$ cat src/rtl/regfile_pkg.sv
// Shared definitions for the register-file write-port arbiter: geometry and controller states.
package regfile_pkg;

   localparam int RF_ADDR_W = 5;
   localparam int RF_DATA_W = 16;
   localparam int RF_DEPTH  = 32;

   typedef enum logic [0:0] {
      ARB   = 1'b0,
      CLEAR = 1'b1
   } rf_wr_state_e;

endpackage

$ cat src/rtl/rr_arbiter.sv
// Combinational round-robin grant: picks the first valid requester at or above rr_ptr_i,
// wrapping modulo NREQ. The pointer itself lives in the instantiating module.
module rr_arbiter #(
   parameter int NREQ  = 3,
   parameter int IDX_W = (NREQ > 1) ? $clog2(NREQ) : 1
) (
   input  logic [NREQ-1:0]  valid_i,
   input  logic [IDX_W-1:0] rr_ptr_i,
   input  logic             enable_i,
   output logic [NREQ-1:0]  grant_o,
   output logic [IDX_W-1:0] grant_idx_o
);

   // Scanning from the farthest candidate back toward rr_ptr_i lets the nearest one win last.
   always_comb begin
      logic [IDX_W-1:0] cand;
      grant_o     = '0;
      grant_idx_o = '0;
      cand        = '0;
      for (int k = NREQ - 1; k >= 0; k--) begin
         cand = IDX_W'((int'(rr_ptr_i) + k) % NREQ);
         if (enable_i && valid_i[cand]) begin
            grant_o       = '0;
            grant_o[cand] = 1'b1;
            grant_idx_o   = cand;
         end
      end
   end

endmodule

$ cat src/rtl/regfile_wr_arbiter.sv
// Round-robin arbiter for the single register-file write port, plus a sequenced full-file clear.
// Optional feature: define RF_WR_ZERO_PROTECT_EN to suppress requester writes to R0.
module regfile_wr_arbiter
   import regfile_pkg::*;
#(
   parameter int NREQ   = 3,
   parameter int ADDR_W = RF_ADDR_W,
   parameter int DATA_W = RF_DATA_W
) (
   input  logic                     clk,
   input  logic                     clear_n,
   input  logic [NREQ-1:0]          req_valid,
   input  logic [NREQ*ADDR_W-1:0]   req_addr,
   input  logic [NREQ*DATA_W-1:0]   req_data,
   output logic [NREQ-1:0]          req_ready,
   input  logic                     clr_req,
   output logic                     clr_busy,
   output logic                     clr_done,
   output logic                     rf_write_en,
   output logic [ADDR_W-1:0]        rf_write_addr,
   output logic [DATA_W-1:0]        rf_write_data
);

   localparam int PTR_W = (NREQ > 1) ? $clog2(NREQ) : 1;
   localparam int CNT_W = $clog2(RF_DEPTH);

   rf_wr_state_e      state_q, state_d;
   logic [PTR_W-1:0]  rrPtr_q, rrPtr_d;
   logic [CNT_W-1:0]  clrCnt_q, clrCnt_d;
   logic              wrEn_q, wrEn_d;
   logic [ADDR_W-1:0] wrAddr_q, wrAddr_d;
   logic [DATA_W-1:0] wrData_q, wrData_d;
   logic              clrDone_q, clrDone_d;

   logic [NREQ-1:0]   grant;
   logic [PTR_W-1:0]  grantIdx;
   logic [ADDR_W-1:0] grantAddr;
   logic [DATA_W-1:0] grantData;
   logic              arbEn;

   // A pending clear suppresses every grant so it wins over simultaneous requests.
   assign arbEn = (state_q == ARB) && !clr_req;

   rr_arbiter #(
      .NREQ  (NREQ),
      .IDX_W (PTR_W)
   ) u_rr_arbiter (
      .valid_i     (req_valid),
      .rr_ptr_i    (rrPtr_q),
      .enable_i    (arbEn),
      .grant_o     (grant),
      .grant_idx_o (grantIdx)
   );

   always_comb begin
      grantAddr = '0;
      grantData = '0;
      for (int i = 0; i < NREQ; i++) begin
         if (grantIdx == PTR_W'(i)) begin
            grantAddr = req_addr[i*ADDR_W +: ADDR_W];
            grantData = req_data[i*DATA_W +: DATA_W];
         end
      end
   end

   always_comb begin
      state_d   = state_q;
      rrPtr_d   = rrPtr_q;
      clrCnt_d  = clrCnt_q;
      wrEn_d    = 1'b0;
      wrAddr_d  = wrAddr_q;
      wrData_d  = wrData_q;
      clrDone_d = 1'b0;
      case (state_q)
         ARB: begin
            if (clr_req) begin
               state_d  = CLEAR;
               clrCnt_d = '0;
            end else if (|grant) begin
               wrAddr_d = grantAddr;
               wrData_d = grantData;
`ifdef RF_WR_ZERO_PROTECT_EN
               wrEn_d   = |grantAddr;
`else
               wrEn_d   = 1'b1;
`endif
               rrPtr_d  = (int'(grantIdx) == NREQ - 1) ? '0 : grantIdx + PTR_W'(1);
            end
         end
         CLEAR: begin
            wrEn_d   = 1'b1;
            wrAddr_d = ADDR_W'(clrCnt_q);
            wrData_d = '0;
            clrCnt_d = clrCnt_q + CNT_W'(1);
            if (clrCnt_q == CNT_W'(RF_DEPTH - 1)) begin
               clrDone_d = 1'b1;
               state_d   = ARB;
               clrCnt_d  = '0;
            end
         end
         default: state_d = ARB;
      endcase
   end

   // Reset abandons any clear in progress; the register file keeps whatever was already zeroed.
   always_ff @(posedge clk or negedge clear_n) begin
      if (!clear_n) begin
         state_q   <= ARB;
         rrPtr_q   <= '0;
         clrCnt_q  <= '0;
         wrEn_q    <= 1'b0;
         wrAddr_q  <= '0;
         wrData_q  <= '0;
         clrDone_q <= 1'b0;
      end else begin
         state_q   <= state_d;
         rrPtr_q   <= rrPtr_d;
         clrCnt_q  <= clrCnt_d;
         wrEn_q    <= wrEn_d;
         wrAddr_q  <= wrAddr_d;
         wrData_q  <= wrData_d;
         clrDone_q <= clrDone_d;
      end
   end

   assign req_ready     = grant;
   assign clr_busy      = (state_q == CLEAR);
   assign clr_done      = clrDone_q;
   assign rf_write_en   = wrEn_q;
   assign rf_write_addr = wrAddr_q;
   assign rf_write_data = wrData_q;

endmodule

$ cat config.mk
export PLATFORM = sky130hd
export DESIGN_NAME = regfile_wr_arbiter
export DESIGN_NICKNAME = d
export VERILOG_FILES = /design/src/rtl/regfile_pkg.sv /design/src/rtl/rr_arbiter.sv /design/src/rtl/regfile_wr_arbiter.sv
export SDC_FILE = /design/constraint.sdc
export NUM_CORES = 1
export LEC_CHECK = 0
export BUFFER_PORTS_ARGS = -buffer_cell sky130_fd_sc_hd__buf_2
export CORE_MARGIN = 5
export CORE_UTILIZATION = 30
export CTS_CLUSTER_DIAMETER = 30
export CTS_CLUSTER_SIZE = 10
export DETAILED_ROUTE_END_ITERATION = 8
export PLACE_DENSITY = 0.63
export SYNTH_ARGS = -nofsm -noshare
export SYNTH_HDL_FRONTEND = slang
export SYNTH_SLANG_ARGS = --single-unit
$ cat constraint.sdc
create_clock -name clk -period 5.25 [get_ports clk]
set_input_delay 0.2625 -clock clk [delete_from_list [all_inputs] [get_ports clk]]
set_output_delay 0.2625 -clock clk [all_outputs]
set_load 0.01 [all_outputs]
# Yosys cells after proc, flatten, opt, wreduce, memory -nomap -nowiden
# Cells that the tools add are included.
[classes] n_eq_ne=7 reduce_logical=12 muxes=42 magnitude_cmp=6 n_bitwise=2 div_mod_pow=3 n_addsub=4
[op_table] operator="$mux 16" n=5
[op_table] operator="$mod 32x3->32 const B" n=2
[op_table] operator="$mux 5" n=7
[op_table] operator="$mod 3x3->32 const B" n=1
[op_table] operator="$pmux 16 s2" n=1
[op_table] operator="$pmux 5 s2" n=2
[op_table] operator="$mux 1" n=12
[op_table] operator="$lt 2x3->1 const B" n=3
[op_table] operator="$mux 3" n=3
[op_table] operator="$mux 2" n=4
[op_table] operator="$logic_and 1x1->1" n=7
[op_table] operator="$bmux 1 s2" n=3
[op_table] operator="$demux 1 s2" n=3
[op_table] operator="$ge 2x1->1 const B" n=3
[op_table] operator="$add 5x1->5 const B" n=1
[op_table] operator="$eq 5x5->1 const B" n=1
[op_table] operator="$eq 2x2->1 const B" n=2
[op_table] operator="$ne 2x2->1 const B" n=2
[op_table] operator="$pmux 1 s2" n=2
[op_table] operator="$add 2x1->3 const B" n=1
[op_table] operator="$add 2x2->3 const B" n=1
[op_table] operator="$reduce_and 3->1" n=1
[op_table] operator="$reduce_or 3->1" n=1
[op_table] operator="$add 2x1->2 const B" n=1
[op_table] operator="other kinds (6)" n=7
[totals] output_inout_bits=27 elab_cells=83 input_bits=69 regBits=31

# Logic depth before layout (Yosys ltp)
[logic_depth] word_depth=15 depth_mapped=10 depth_no_buf=8

# Cells and area by module
# Synthesis repeated with hierarchy kept, for this count alone.
[hier_totals] cells_unflattened=197 area_unflattened_um2=2102.0
[by_module_without_submodules] mod="regfile_wr_arbiter" area_each_um2=1751.7 instances=1 seq_area_each_um2=775.7 cells_each=151
[by_module_without_submodules] mod="rr_arbiter" area_each_um2=350.3 instances=1 seq_area_each_um2=0.0 cells_each=46

# Worst setup path before layout
# Ideal clock, no wire load.
[synth_timing] path_type="flip-flop to flip-flop" from="register rrPtr_q[0]" to="register wrAddr_q[3], in the netlist rf_write_addr[3]" t_required_ns=5.111 stages_incl_launch_ff=10 setup_time_ns=0.139 path_buffers=2 period_less_slack_ns=2.789 path_slack_ns=2.461 arrival_ns=2.651 path_cell_list="dfrtp_1 -> inv_1 -> ha_1 -> clkbuf_1 -> or3b_1 -> a311oi_2 -> buf_4 -> mux2_2 -> mux2i_1 -> o221ai_2"
[synth_via] elab_chain_cells=15 elab_cells_between_ends=47 cone_classes="add/sub (2); div (3); order compare (6); eq/ne (3); mux (24); reduce/logical (9)"
[synth_rtl] element="start: declaration" line="regfile_wr_arbiter.sv:28" source="logic [PTR_W-1:0] rrPtr_q, rrPtr_d;"
[synth_rtl] element="start signal: assignment" line="regfile_wr_arbiter.sv:117" source="rrPtr_q <= rrPtr_d;"
[synth_rtl] element="$add 2x2->3" line="rr_arbiter.sv:21" source="cand = IDX_W'((int'(rr_ptr_i) + k) % NREQ);"
[synth_rtl] element="$mod 32x3->32" line="rr_arbiter.sv:21"
[synth_rtl] element="$bmux 1 s2" line="rr_arbiter.sv:22" source="if (enable_i && valid_i[cand]) begin"
[synth_rtl] element="$mux 1 (not written as such)" line="rr_arbiter.sv:22"
[synth_rtl] element="$logic_and 1x1->1" line="rr_arbiter.sv:22"
[synth_rtl] element="$mux 2 (3 in a row)" line="rr_arbiter.sv:22"
[synth_rtl] element="$logic_not 2->1" line="regfile_wr_arbiter.sv:59" source="if (grantIdx == PTR_W'(i)) begin"
[synth_rtl] element="$mux 5 (3 in a row)" line="regfile_wr_arbiter.sv:59"
[synth_rtl] element="$mux 5" line="regfile_wr_arbiter.sv:79" source="end else if (|grant) begin"
[synth_rtl] element="$mux 5" line="regfile_wr_arbiter.sv:76" source="if (clr_req) begin"
[synth_rtl] element="$pmux 5 s2" line="regfile_wr_arbiter.sv:74" source="case (state_q)"
[synth_rtl] element="end signal: assignment" line="regfile_wr_arbiter.sv:120" source="wrAddr_q <= wrAddr_d;"
[synth_rtl] element="end: declaration" line="regfile_wr_arbiter.sv:31" source="logic [ADDR_W-1:0] wrAddr_q, wrAddr_d;"
# Several ways; a longest one is shown, not always the timed one. The select of a mux whose other input is x is not followed.
# A chain may end at the register's enable or synchronous reset.

# Worst setup path after layout
[layout_timing] from="register state_q, in the netlist clr_busy" to="output port req_ready[1]"
[layout_via] elab_chain_cells=6 elab_cells_between_ends=8 cone_classes="mux (3); bitwise (1); reduce/logical (4)"
[layout_rtl] element="start: declaration" line="regfile_wr_arbiter.sv:27" source="rf_wr_state_e state_q, state_d;"
[layout_rtl] element="start signal: assignment" line="regfile_wr_arbiter.sv:116" source="state_q <= state_d;"
[layout_rtl] element="$not 1->1 (no source line) *"
[layout_rtl] element="$logic_and 1x1->1 *" line="regfile_wr_arbiter.sv:42" source="assign arbEn = (state_q == ARB) && !clr_req;"
[layout_rtl] element="$logic_and 1x1->1" line="rr_arbiter.sv:22"
[layout_rtl] element="$mux 3 (2 in a row)" line="rr_arbiter.sv:22"
[layout_rtl] element="$mux 3 *" line="rr_arbiter.sv:22"
[layout_rtl] element="end: declaration" line="regfile_wr_arbiter.sv:15" source="output logic [NREQ-1:0] req_ready,"
# Mark *: on every way between the ends. The rest lies on a longest branch, timed or not.

==> reports/summary.txt <==
Ant. Diodes - 0
Status - finished, final reports clean
Clock buffer depth - 2
Clock-pin slew on the worst setup and hold paths - 0.06 ns
MaxCap Viol Count - 0
Share of layout cells above drive strength 1 - 0.465
Placer congestion estimate - 0.818
Post-synthesis cell count - 196
Post-synthesis mux area share - 0.230
Die Y - 93.5 microns
Unrepaired setup endpoints after global routing - false
Final Critical Period - 3.87 ns
Post-Route M1 WL - 2.40 mm
Final ANT Viol Nets - 0
Yosys reg bits - 31
Rel. slew slack - 0.268
Vias/cell - 4.76
Crit end category - output pin
Post-synthesis simple-gate area fraction - 0.151
Drt first pass iters - 4
Compound-gate portion of the synthesized area - 0.151
Total Power - 0.954 mW
Die area - 8740 sq um
Synth top area cells - dfrtp_1, mux2_2, mux2i_1
Skew final - 0.00544 ns
Cell Rows - 30
Top layer in use - met4
Final setup viols - 0
Pwr/cell area - 348 nW/um^2
Peak VDD IR - 0.000187 V
Synthesized area - 2090 sq um
CTS Buf Count - 5
Core area - 6790 sq um
Fin. max-slew vios - 0
GR Overflow Total - 0
Clock tree root buffer cell - clkbuf_8
# port buffers - 95
Slew @ Worst Pin - 1.10 ns
Initial Util - 0.308
Maximum clock rate - 259 MHz
Total wire length - 5.72 mm
Via count - 1817
Worst path required time - 4.99 ns
Worst Path Arrival - 3.61 ns
Flop2flop setup slack - 1.51 ns
Combinational family with the most area after synthesis - multiplexers
Initial antenna violation count - 0
Initial DRC Count - 80
GRT Overall Usage - 0.134
HPWL Detailed - 4.31 mm
Largest net degree at the start of global routing - 46
P&R area growth vs syn - 31.0%
Syn Nets - 271
NumNets Final - 360
Largest area contributor in the netlist - dfrtp_1
Ports - 96
Adder-Cell Fraction of Synth Area - 0.0359
Crit Path Class - flop to output pin
Post-route DRC - 0
Leakage - 1.28 nW
CTS tree - done
WL per Instance - 15.0 microns
Final Hold Fails - 0
DR WL met3 - 447 microns
Post-synthesis xor/xnor area fraction - 0.00838
Cts hold-fix bufs - 0
Clock Latency Late Sink - 0.28 ns
Clk sinks - 31
Synth top area share - 0.371
Postcts setup bufs - 0
Syn_area_per_cell - 10.7 sq um
DIE WIDTH - 93.5 microns
H-tree Lvls - 2
First-pass GRT wire length - 9.35 mm
Setup TNS - 0 ns
Crit-path max FO - 36
Netlist cell types - 43
Met2 WL - 2.76 mm
Hold crit path type - input pin to async pin
Post-cts resize count - 0
CP Launch Type - flop
Fin crit share - 0.737
Number of global-route vias before repair - 1912
Yosys warns - 0
Register area share after synthesis - 0.371
[flip-flops by register name, indices dropped and copies added (netlist names)]
| register | cells |
|---|---|
| clrCnt_q | 5 |
| clr_busy | 1 |
| clr_done | 1 |
| rf_write_addr | 5 |
| rf_write_data | 16 |
| rf_write_en | 1 |
| rrPtr_q | 2 |
[layout by cell type (no fill, tap or decap), types with 2 or more instances in the layout]
| master | synthesis | layout |
|---|---|---|
| nand2b_1 | 2 | 2 |
| buf_4 | 5 | 3 |
| mux2_2 | 21 | 21 |
| nor2b_1 | 3 | 3 |
| o2111a_1 | 2 | 2 |
| o21ai_0 | 21 | 21 |
| dfrtp_1 | 31 | 31 |
| o221ai_2 | 2 | 2 |
| inv_1 | 3 | 3 |
| buf_2 | 3 | 95 |
| nand2_1 | 15 | 15 |
| ha_1 | 6 | 6 |
| nor2_1 | 5 | 5 |
| clkbuf_8 | 0 | 6 |
| nand3_1 | 2 | 2 |
| nand3b_1 | 18 | 18 |
| mux2i_1 | 23 | 23 |
| o221ai_1 | 2 | 2 |
| a21o_1 | 2 | 2 |
[per-layer routing]
layer | vias to the layer above | track usage
met5 | - | 0
met4 | 0 | 0.0379
met3 | 13 | 0.0467
met2 | 64 | 0.216
met1 | 842 | 0.168
li1 | 898 | -
[synthesized netlist by cell type, drive strengths merged]
cell and n:
or3 1, clkbuf 6, a311oi 1, o311ai 1
a21o 2, or3b 1, nor4b 1, nand4bb 1
mux2 22, a22o 1, o21a 1, nand2 15
o221ai 4, nand3 2, mux2i 23, a2bb2oi 1
nor2b 3, a221oi 1, and3 1, xnor2 1
dfrtp 31, a211oi 1, a32o 1, inv 3
and4b 1, a31oi 1, a221o 1, nand3b 18
or2 1, nand2b 2, and2 1, a2111oi 1
xor2 1, o21ai 21, nor2 5, buf 10
ha 6, o2111a 2
[cell families after synthesis]
family                   after synthesis
AND/OR/NAND/NOR                       53
multiplexers                          45
AO/OA/AOI/OAI                         40
flip-flops                            31
buffers and inverters                 19
adder cells (fa/ha/maj)                6
XOR/XNOR                               2
[cell type report]
cell class	count	area (sq um)
Fill cell	710	4060
Clock inverter	2	35.0
Clock buffer	6	82.6
Sequential cell	31	776
Inverter	3	11.3
Tap cell	96	120
Multi-Input combinational cell	146	1220
Timing Repair Buffer	98	498
[report_power, final]
part | leakage (nW) | internal, mW | switching [mW]
registers | 0.397 | 0.300 | 0.0633
logic | 0.825 | 0.169 | 0.174
clock network | 0.0612 | 0.154 | 0.0936
total | 1.28 | 0.623 | 0.331
[critical path, cell delays in order (launching register included)]
cell	delay, ns
dfrtp_1	0.75
nor2_1	0.76
o311ai_0	0.37
a311oi_4	0.95
buf_4	0.33
buf_2	0.16
[per-stage QoR]
stage | worst slack, ns | hold WS [ns] | util | area, sq um | std cells
2_1_floorplan | 2.46 | -0.0331 | - | 2090 | 196
3_3_place_gp | 1.63 | 0.351 | 0.386 | 2620 | 374
3_5_place_dp | 1.44 | 0.352 | 0.386 | 2620 | 374
4_1_cts | 1.31 | 0.0424 | 0.403 | 2740 | 382
5_1_grt | 1.11 | 0.0825 | 0.403 | 2740 | 382
6_report | 1.38 | 0.0288 | 0.403 | 2740 | 382
[worst paths after layout]
check,cells after the start,from,end
setup / recovery,5,clr_busy$_DFF_PN0_,req_ready[1]
hold / removal,1,clear_n,rf_write_addr[2]$_DFFE_PN0P_
setup reg to reg,7,clr_busy$_DFF_PN0_,rf_write_addr[4]$_DFFE_PN0P_
hold reg to reg,2,rf_write_data[0]$_DFFE_PN0P_,rf_write_data[0]$_DFFE_PN0P_
max in group asynchronous,1,clear_n,rrPtr_q[0]$_DFFE_PN0P_
min in group clk,3,req_data[24],rf_write_data[8]$_DFFE_PN0P_
No activity file was read; power rests on OpenSTA's default activity.
